### src/rtl/pc_pkg.sv
// Shared defaults and next-PC source encoding for the fetch PC generator.
package pc_pkg;
  localparam int unsigned PC_XLEN       = 32;
  localparam int unsigned PC_INST_BYTES = 4;

  typedef enum logic [2:0] {
    FLUSH,
    PENDING,
    RAS,
    PRED,
    SEQ
  } pc_src_e;
endpackage

### src/rtl/pc_gen_if.sv
// Request/response bundle between the fetch control (master) and pc_gen (slave).
interface pc_gen_if import pc_pkg::*; #(
  parameter int unsigned XLEN      = PC_XLEN,
  parameter int unsigned RAS_DEPTH = 4
);
  localparam int unsigned CNT_W = $clog2(RAS_DEPTH + 1);

  logic             stall;
  logic             flush_valid;
  logic [XLEN-1:0]  flush_target;
  logic             pred_valid;
  logic [XLEN-1:0]  pred_offset;
  logic             call;
  logic             ret;
  logic [XLEN-1:0]  pc;
  logic             redirect_pending;
  logic [CNT_W-1:0] ras_count;

  modport master (
    output stall, flush_valid, flush_target, pred_valid, pred_offset, call, ret,
    input  pc, redirect_pending, ras_count
  );

  modport slave (
    input  stall, flush_valid, flush_target, pred_valid, pred_offset, call, ret,
    output pc, redirect_pending, ras_count
  );
endinterface

### src/rtl/pc_ras.sv
// Circular return-address stack; a push into a full stack overwrites the oldest entry.
module pc_ras import pc_pkg::*; #(
  parameter int unsigned XLEN  = PC_XLEN,
  parameter int unsigned DEPTH = 4
) (
  input  logic                           clk,
  input  logic                           rst,
  input  logic                           push,
  input  logic                           pop,
  input  logic [XLEN-1:0]                push_data,
  output logic [XLEN-1:0]                top,
  output logic [$clog2(DEPTH + 1)-1:0]   count
);
  localparam int unsigned PTR_W = $clog2(DEPTH);
  localparam int unsigned CNT_W = $clog2(DEPTH + 1);

  logic [XLEN-1:0]  mem [DEPTH];
  logic [PTR_W-1:0] wr_ptr;
  logic [PTR_W-1:0] top_ptr;
  logic [CNT_W-1:0] count_q;
  logic             pop_ok;

  assign top_ptr = wr_ptr - PTR_W'(1);
  assign pop_ok  = pop && (count_q != '0);
  assign top     = mem[top_ptr];
  assign count   = count_q;

  // Push+pop replaces the top in place so the depth is unchanged.
  always_ff @(posedge clk or posedge rst) begin
    if (rst) begin
      wr_ptr  <= '0;
      count_q <= '0;
      for (int unsigned i = 0; i < DEPTH; i++) mem[i] <= '0;
    end else if (push && pop_ok) begin
      mem[top_ptr] <= push_data;
    end else if (push) begin
      mem[wr_ptr] <= push_data;
      wr_ptr      <= wr_ptr + PTR_W'(1);
      if (count_q != CNT_W'(DEPTH)) count_q <= count_q + CNT_W'(1);
    end else if (pop_ok) begin
      wr_ptr  <= top_ptr;
      count_q <= count_q - CNT_W'(1);
    end
  end
endmodule

### src/rtl/pc_gen.sv
// Fetch PC generator: flush/pending redirect, RAS return, predicted jump, or sequential step.
module pc_gen import pc_pkg::*; #(
  parameter int unsigned     XLEN       = PC_XLEN,
  parameter logic [XLEN-1:0] RESET_PC   = '0,
  parameter int unsigned     RAS_DEPTH  = 4,
  parameter int unsigned     INST_BYTES = PC_INST_BYTES
) (
  input logic      clk,
  input logic      rst,
  pc_gen_if.slave  bus
);
  localparam int unsigned CNT_W = $clog2(RAS_DEPTH + 1);

  logic [XLEN-1:0]  pc_q;
  logic [XLEN-1:0]  held_q;
  logic             pending_q;
  logic [XLEN-1:0]  seq_pc;
  logic [XLEN-1:0]  ras_top;
  logic [XLEN-1:0]  next_pc;
  logic [CNT_W-1:0] ras_cnt;
  logic             ras_nonempty;
  logic             blocked;
  logic             do_push;
  logic             do_pop;
  pc_src_e          src;

  assign seq_pc       = pc_q + XLEN'(INST_BYTES);
  assign ras_nonempty = (ras_cnt != '0);
  // Any redirect in flight or a stall suppresses speculative RAS/prediction activity.
  assign blocked      = bus.stall | bus.flush_valid | pending_q;
  assign do_push      = bus.call & ~blocked;
  assign do_pop       = bus.ret & ras_nonempty & ~blocked;

  always_comb begin
    src = SEQ;
    if (bus.flush_valid)               src = FLUSH;
    else if (pending_q)                src = PENDING;
    else if (bus.ret && ras_nonempty)  src = RAS;
    else if (bus.pred_valid)           src = PRED;

    next_pc = seq_pc;
    case (src)
      FLUSH:   next_pc = bus.flush_target;
      PENDING: next_pc = held_q;
      RAS:     next_pc = ras_top;
      PRED:    next_pc = pc_q + bus.pred_offset;
      default: next_pc = seq_pc;
    endcase
  end

  // During stall only a flush is captured; the first unstalled edge consumes it.
  always_ff @(posedge clk or posedge rst) begin
    if (rst) begin
      pc_q      <= RESET_PC;
      held_q    <= '0;
      pending_q <= 1'b0;
    end else if (bus.stall) begin
      if (bus.flush_valid) begin
        held_q    <= bus.flush_target;
        pending_q <= 1'b1;
      end
    end else begin
      pc_q      <= next_pc;
      pending_q <= 1'b0;
    end
  end

  pc_ras #(
    .XLEN  (XLEN),
    .DEPTH (RAS_DEPTH)
  ) u_ras (
    .clk       (clk),
    .rst       (rst),
    .push      (do_push),
    .pop       (do_pop),
    .push_data (seq_pc),
    .top       (ras_top),
    .count     (ras_cnt)
  );

  assign bus.pc               = pc_q;
  assign bus.redirect_pending = pending_q;
  assign bus.ras_count        = ras_cnt;
endmodule

### src/flat_wrapper.sv
// flat-port wrapper written by rule: the top's interface ports become plain ports
module pc_gen_flat import pc_pkg::*;
#(
  parameter int unsigned     XLEN       = PC_XLEN,
  parameter logic [XLEN-1:0] RESET_PC   = '0,
  parameter int unsigned     RAS_DEPTH  = 4,
  parameter int unsigned     INST_BYTES = PC_INST_BYTES
)
  (clk, rst, bus_stall, bus_flush_valid, bus_flush_target, bus_pred_valid, bus_pred_offset, bus_call, bus_ret, bus_pc, bus_redirect_pending, bus_ras_count);
  pc_gen_if #(.XLEN(XLEN), .RAS_DEPTH(RAS_DEPTH)) bus_i ();
  input logic clk;
  input logic rst;
  input wire logic [$bits(bus_i.stall)-1:0] bus_stall;
  input wire logic [$bits(bus_i.flush_valid)-1:0] bus_flush_valid;
  input wire logic [$bits(bus_i.flush_target)-1:0] bus_flush_target;
  input wire logic [$bits(bus_i.pred_valid)-1:0] bus_pred_valid;
  input wire logic [$bits(bus_i.pred_offset)-1:0] bus_pred_offset;
  input wire logic [$bits(bus_i.call)-1:0] bus_call;
  input wire logic [$bits(bus_i.ret)-1:0] bus_ret;
  output wire logic [$bits(bus_i.pc)-1:0] bus_pc;
  output wire logic [$bits(bus_i.redirect_pending)-1:0] bus_redirect_pending;
  output wire logic [$bits(bus_i.ras_count)-1:0] bus_ras_count;
  assign bus_i.stall = bus_stall;
  assign bus_i.flush_valid = bus_flush_valid;
  assign bus_i.flush_target = bus_flush_target;
  assign bus_i.pred_valid = bus_pred_valid;
  assign bus_i.pred_offset = bus_pred_offset;
  assign bus_i.call = bus_call;
  assign bus_i.ret = bus_ret;
  assign bus_pc = bus_i.pc;
  assign bus_redirect_pending = bus_i.redirect_pending;
  assign bus_ras_count = bus_i.ras_count;
  pc_gen #(.XLEN(XLEN), .RESET_PC(RESET_PC), .RAS_DEPTH(RAS_DEPTH), .INST_BYTES(INST_BYTES)) u_core (.clk(clk), .rst(rst), .bus(bus_i));
endmodule
### config.mk
export PLATFORM = sky130hd
export DESIGN_NAME = pc_gen_flat
export DESIGN_NICKNAME = d
export VERILOG_FILES = /design/src/rtl/pc_pkg.sv /design/src/rtl/pc_gen_if.sv /design/src/rtl/pc_ras.sv /design/src/rtl/pc_gen.sv /design/src/flat_wrapper.sv
export SDC_FILE = /design/constraint.sdc
export NUM_CORES = 1
export LEC_CHECK = 0
export CAP_MARGIN = 20
export CORE_ASPECT_RATIO = 0.6
export CORE_UTILIZATION = 45
export DETAILED_ROUTE_END_ITERATION = 16
export PLACE_DENSITY = 0.65
export SLEW_MARGIN = 20
export SYNTH_ARGS = -nofsm -noshare
export SYNTH_HDL_FRONTEND = slang
export SYNTH_SLANG_ARGS = --single-unit
### constraint.sdc
create_clock -name clk -period 10.9 [get_ports clk]
set_clock_uncertainty 0.2 [all_clocks]
set_input_delay 3.27 -clock clk [delete_from_list [all_inputs] [get_ports clk]]
set_output_delay 3.27 -clock clk [all_outputs]
set_load 0.05 [all_outputs]
==> results of run 1 <==
-- cell type report --
type,count,area share (%)
clock buffers,20,3.415
clock inverters,9,1.141
inverters,23,0.7017
multi-input cells,881,45.75
flip-flops and latches,198,37.06
well taps,322,3.012
repair buffers,124,8.925
-- sequential cells by signal, indices dropped and copies added, names as in the netlist --
register	flops
u_core.bus.pc	32
u_core.bus.redirect_pending	1
u_core.u_ras.count	3
u_core.u_ras.wr_ptr	2
u_core.u_ras.mem	128
u_core.held_q	32
-- cell usage in the layout, fill, tap and decap left out, types with 5 or more instances in the layout --
| cell type | netlist | routed |
|---|---|---|
| dfrtp_1 | 198 | 197 |
| nor2_1 | 176 | 171 |
| a21oi_1 | 170 | 170 |
| clkdlybuf4s50_1 | 0 | 104 |
| nand2_1 | 65 | 65 |
| o21ai_0 | 60 | 60 |
| mux2_2 | 47 | 47 |
| ha_1 | 38 | 37 |
| xnor2_1 | 32 | 32 |
| mux4_2 | 32 | 32 |
| a21o_1 | 27 | 27 |
| xor2_1 | 22 | 22 |
| inv_1 | 23 | 22 |
| a22oi_1 | 22 | 22 |
| nand3_1 | 21 | 21 |
| clkbuf_16 | 0 | 17 |
| buf_4 | 2 | 16 |
| nand4_1 | 13 | 13 |
| a221oi_1 | 13 | 13 |
| nor3_1 | 12 | 12 |
| and3_1 | 10 | 10 |
| a221o_1 | 10 | 10 |
| a31oi_1 | 9 | 9 |
| a211oi_1 | 9 | 9 |
| o221ai_1 | 7 | 7 |
| o22ai_1 | 6 | 6 |
| mux2i_1 | 5 | 5 |
| o21bai_1 | 5 | 5 |
-- cells by family (layout without fill, tap and decap cells) --
kind of cell               count (synthesis)  after routing  share of synthesized area, %
AOI/OAI and AO/OA                        376            376                         20.36
buffers and inverters                     97            176                         3.469
and+or+nand+nor                          326            326                         12.73
xor gates and xnor gates                  54             54                         4.136
muxes                                     85             85                         11.47
DFF                                      198            198                         43.33
adders and majority gates                 40             40                         4.508
-- worst register-to-register path, delay by kind of cell (launching register included) --
kind	cells	cell delay [ns]
compound gates	3	0.54
flops	1	0.34
mux	2	0.85
buf+inv	3	1.21
fa+ha+maj	1	0.58
-- per-stage QoR --
step	std cells	hold slack (ns)	setup slack, ns
final	1577	0.3055	4.525
after global routing	1577	0.3224	4.278
after CTS	1576	0.3068	4.580
after detailed placement	1547	0.2848	4.112
after global placement	1547	0.2653	4.196
after floorplan	1176	0.2498	2.033
-- routing by layer --
layer | routed length (um) | GRT usage, %
met3 | 2159 | 4.923
met5 | 0 | 0
met1 | 15260 | 37.70
met2 | 13990 | 37.27
met4 | 436 | 6.667
-- where the power goes --
| part | internal [mW] | switching [mW] | leakage, nW | total [mW] |
|---|---|---|---|---|
| clock network | 0.392 | 0.277 | 0.290 | 0.669 |
| registers | 1.03 | 0.215 | 2.35 | 1.25 |
| logic | 0.721 | 0.863 | 2.92 | 1.58 |
| total | 2.14 | 1.36 | 5.57 | 3.50 |
-- how the worst max path moves through the flow --
stage	slack, ns	start	cells after the start	end
after floorplan	2.03	rst	1	u_core.bus.pc[0]
after global placement	4.20	bus_flush_valid	10	u_core.u_ras.mem[1]
after detailed placement	4.11	bus_flush_valid	10	u_core.u_ras.mem[32]
after CTS	4.58	bus_flush_valid	10	u_core.u_ras.mem[32]
after global routing	4.28	bus_flush_valid	10	u_core.u_ras.mem[32]
final	4.52	bus_flush_valid	10	u_core.u_ras.mem[32]
==> reports/summary.txt, run 1 <==
Outcome = finished, final reports clean
CP cell instances = buf_2 > buf_4 > nor3_1 > nand2_1 > inv_1 > ha_1 > mux2i_1 > nor2_4 > buf_4 > mux2_2
Critical Path Sink Type = flop
Starting Density = 46.57%
Layout cells sized above 1 = 12.11%
Via density per instance = 5.996
Fin nets = 1,356
RSZ-0062 raised after global routing = no
HP Class = flop to flop
Postcts setup bufs = 0
Hold Crit Start = u_core.u_ras.mem[66]
CP dominant cell by count = buf_4
Reg2reg start = u_core.u_ras.wr_ptr[0]
WHS Path Cells = 1
Buffers added on ports = 106
Post-Syn Instances = 1,176
Die extent in x = 207.8 um
DRC = 0
Setup slack, reg-to-reg = 7.07 ns
GRT Util Overall = 25.20%
Clock root cell = clkbuf_16
Fin area = 0.01337 mm2
Fmax = 156.9 MHz
Row count = 44
Post-DP HPWL = 22.28 mm
Clock sinks = 198
Clock Latency Late Sink = 0.44 ns
Seq/Total Area, Yosys = 43.33%
FF-to-FF path depth = 9
TritonRoute pass-1 iters = 5
Slowest CP cell = buf_4
Reg area = 0.004956 mm2
Share of Yosys cell area claimed by the top area cell type = 43.33%
CTS clk-pin slew, worst paths = 0.07 ns
R2r endpoint = u_core.bus.pc[15]
First-pass GRT wire length = 50.87 mm
# Max-Cap Violations = 0
Crit path max-delay family = buffers and inverters
CTS tree = yes
ANT cells = 0
Async set-reset flop share out of synthesis = 100.0%
Num CTS Buffers = 17
Peak supply drop = 0.1493 mV
Die area = 0.02607 mm2
Ports = 107
Largest stage delay, worst path = 0.55 ns
Post-cts repair resize count = 0
Pin count of the biggest net entering global routing = 120
Yosys warns = 0
TNS Setup = 0 ns
Final WL = 31.85 mm
Routed Antenna Nets = 0
Post-route minimum period = 6.375 ns
Crit path max fanout = 61
Most common cell in the synthesized netlist = dfrtp_1
Area growth syn-to-layout = 16.96%
Cell Area, Synth = 0.01143 mm2
Syn nets = 1,287
Starting DRT DRC Count = 816
Buffers & Inverters on Critical Path = 4
Worst Hold End = u_core.u_ras.mem[66]
Area after DPL = 0.01275 mm2
Initial antenna violation count = 0
Worst-margin pin slew = 0.8430 ns
Post-layout util = 54.47%
Yosys reg bits = 198
Unique masters post-synth = 68
CP startpoint kind = primary input
Placer Congestion = 0.8741
Multi-input gate area = 0.006118 mm2
Lkg Pwr = 5.566 nW
Fin crit share = 58.49%
Syn Area/Cell = 9.723 um2
Synth top area cells = dfrtp_1 43%, a21oi_1 7.4%, mux4_2 6.3%
Ys flop type = dfrtp_1
Die Ht = 125.5 um
Clk buf depth = 2
Core area = 0.02455 mm2
CTS Hold Buffers Added = 0
Final hold violation count = 0
Total power = 3.499 mW
Vias in the first global route = 9,048
Number of flops mapped to enable cells by yosys = 0
Overflow after GRT = 0
Worst Setup Path Type = primary input to flop
# setup viols final = 0
Worst Path Required = 11.02 ns
Slew margin rel. = 43.80%
Pwr per Cell Area = 261.6 mW/mm2
Crit path DAT = 6.50 ns
Final slew viol count = 0
CTS HTree Levels = 4
Post-synthesis cell type with the largest combined area = dfrtp_1
Synth top cells by count = 198 x dfrtp_1, 176 x nor2_1, 170 x a21oi_1, 65 x nand2_1, 60 x o21ai_0
WL per Instance = 20.19 um
Fillers = 2,183
Vias = 9,456
Note: power is estimated with default switching activity, not from simulation.
==> run 2: changes to the inputs <==
- clock period: 10.9 -> 6.7 ns (I/O delays scaled with it)
==> run 2 against run 1 <==
Net effect:
- count of clock-buffer cells in the layout rose by 1
- critical path depth rose by 1
- critical path type unchanged
- final cell count rose by 0.44%
- clock power rose by 51%
- final area barely moved
- utilization rose by 0.051 points
- register-to-register slack got worse by 4.1 ns
- combinational power rose by 64%
==> reports/summary.txt, run 2 (synthesis results as in run 1) <==
# setup viols final = 0 (unchanged)
CP startpoint kind = primary input (unchanged)
Multi-input gate area = 0.006118 mm2 (unchanged)
Fin nets = 1,361 (was 1,356)
Die Ht = 125.5 um (unchanged)
Vias in the first global route = 9,156 (was 9,048)
CTS tree = yes (unchanged)
Overflow after GRT = 0 (unchanged)
Area growth syn-to-layout = 17.07% (was 16.96%)
Worst Setup Path Type = primary input to flop (unchanged)
Pwr per Cell Area = 421.1 mW/mm2 (was 261.6 mW/mm2)
Post-DP HPWL = 23.00 mm (was 22.28 mm)
First-pass GRT wire length = 51.79 mm (was 50.87 mm)
Worst Path Required = 6.83 ns (was 11.02 ns)
Starting Density = 46.57% (unchanged)
Core area = 0.02455 mm2 (unchanged)
Most frequent cells in the layout = 197 x dfrtp_1, 171 x nor2_1, 170 x a21oi_1 (unchanged)
Max FFs per register = 128 (unchanged)
Pint = 3.389 mW (was 2.143 mW)
HP Class = flop to flop (unchanged)
Crit path DAT = 5.04 ns (was 6.50 ns)
Pin count of the biggest net entering global routing = 162 (was 120)
Die area = 0.02607 mm2 (unchanged)
Crit path max fanout = 3 (was 61)
Num CTS Buffers = 17 (unchanged)
Starting DRT DRC Count = 826 (was 816)
Biggest register = u_core.u_ras.mem (unchanged)
Fillers = 2,195 (was 2,183)
Clk buf depth = 2 (unchanged)
Net Sw Power = 2.248 mW (was 1.355 mW)
Post-route minimum period = 4.903 ns
Ports = 107 (unchanged)
Combinational power share = 46.0% (was 45.3%)
Placer Congestion = 0.9110 (was 0.8741)
Postcts setup bufs = 0 (unchanged)
WL per Instance = 20.62 um (was 20.19 um)
Worst-margin pin slew = 0.9003 ns (was 0.8430 ns)
Fmax = 204.0 MHz
Row count = 44 (unchanged)
CTS Hold Buffers Added = 0 (unchanged)
Commonest non-fill, non-tap cell in the layout = dfrtp_1 (unchanged)
Peak supply drop = 0.2078 mV (was 0.1493 mV)
Final hold violation count = 0 (unchanged)
Hold Slack = 0.2937 ns (was 0.3055 ns)
Slew margin rel. = 39.76% (was 43.80%)
Initial antenna violation count = 0 (unchanged)
Switching fraction of total power = 39.88% (was 38.74%)
Via density per instance = 6.053 (was 5.996)
Final WL = 32.67 mm (was 31.85 mm)
Buffers added on ports = 106 (unchanged)
Clock share of power = 17.9% (was 19.1%)
ANT cells = 0 (unchanged)
CTS clk-pin slew, worst paths = 0.08 ns (was 0.07 ns)
Outcome = finished, final reports clean (unchanged)
DRC = 0 (unchanged)
RSZ-0062 raised after global routing = no (unchanged)
Die extent in x = 207.8 um (unchanged)
Reg area = 0.004956 mm2 (unchanged)
Clock root cell = clkbuf_16 (unchanged)
Fin crit share = 73.18%
Final slew viol count = 0 (unchanged)
Critical Path Sink Type = flop (unchanged)
Lkg Pwr = 5.570 nW (was 5.566 nW)
Clock sinks = 198 (unchanged)
CTS HTree Levels = 4 (unchanged)
Layout cells sized above 1 = 12.52% (was 12.11%)
GRT Util Overall = 25.67% (was 25.20%)
Sequential Power Share = 36.1% (was 35.6%)
Vias = 9,588 (was 9,456)
# Max-Cap Violations = 0 (unchanged)
TNS Setup = 0 ns (unchanged)
Post-cts repair resize count = 0 (unchanged)
TritonRoute pass-1 iters = 5 (unchanged)
Routed Antenna Nets = 0 (unchanged)
Clock Latency Late Sink = 0.44 ns (about the same)
==> run 2: cell types whose count changed in the layout (fill, tap and decap cells not counted) <==
cell,change
buf_4,+4
buf_12,+3
bufinv_16,-3
buf_6,-2
clkinv_4,+2
inv_6,+2
clkbuf_1,+1
clkinvlp_4,+1
inv_8,-1
==> run 2: path summary, 6_finish.rpt <==
path                                             startpoint                     to  slack [ns]  cells after the start
min in group asynchronous                               rst   u_core.u_ras.mem[62]        1.73                      2
worst max register to register  u_core.bus.redirect_pending  u_core.u_ras.mem[118]        2.95                     10
max in group asynchronous                               rst   u_core.u_ras.mem[68]        3.36                      3
worst min-delay path                      u_core.held_q[27]      u_core.held_q[27]        0.29                      2
worst min register to register            u_core.held_q[27]      u_core.held_q[27]        0.29                      2
worst max-delay path                     bus_pred_offset[0]      u_core.bus.pc[18]        1.80                     11
==> run 2: routing by layer <==
layer | up-vias | track usage [%] | wire (um)
met5 | - | 0 | 0
met3 | 35 | 4.421 | 2097
met2 | 342 | 38.27 | 14560
li1 | 4456 | - | -
met4 | 0 | 7.015 | 511
met1 | 4755 | 38.42 | 15490
==> run 2: power by group through the flow <==
| stage | clock network, mW | logic [mW] | registers [mW] |
|---|---|---|---|
| finish | 1.01 | 2.59 | 2.04 |
| global route | 1.06 | 2.84 | 2.10 |
| CTS | 1.01 | 2.61 | 2.03 |
| detailed placement | 0 | 2.59 | 2.04 |
| global placement | 0 | 2.53 | 2.03 |
| floorplan | 0 | 1.74 | 2.14 |
==> run 2: worst max-delay path, stage by stage <==
cell	delay, ns
clkdlybuf4s50_1	0.41
ha_1	0.21
fa_1	0.51
a211oi_2	0.25
nor2_1	0.11
a2111oi_2	0.45
nor2_1	0.14
a31oi_1	0.31
o21ai_0	0.18
xnor2_1	0.15
a221o_1	0.31
==> run 2: stage by stage <==
step                instances  cell area, um2  util, %  setup slack (ns)  power [mW]
floorplan                1176           11440        -             1.930       3.887
finish                   1584           13390    54.52             1.797       5.637
global route             1584           13390    54.52             1.566       5.998
detailed placement       1553           12830    52.25             1.341       4.625
CTS                      1584           13390    54.52             1.798       5.651
global placement         1553           12830    52.25             1.345       4.559
==> run 2: cell type report <==
class / instances / area share [%]
Clock inverter: 10 / 0.7290
Clock buffer: 21 / 3.440
Sequential cell: 198 / 37.02
Multi-Input combinational cell: 881 / 45.71
Inverter: 23 / 0.6730
Timing Repair Buffer: 129 / 9.421
Tap cell: 322 / 3.010
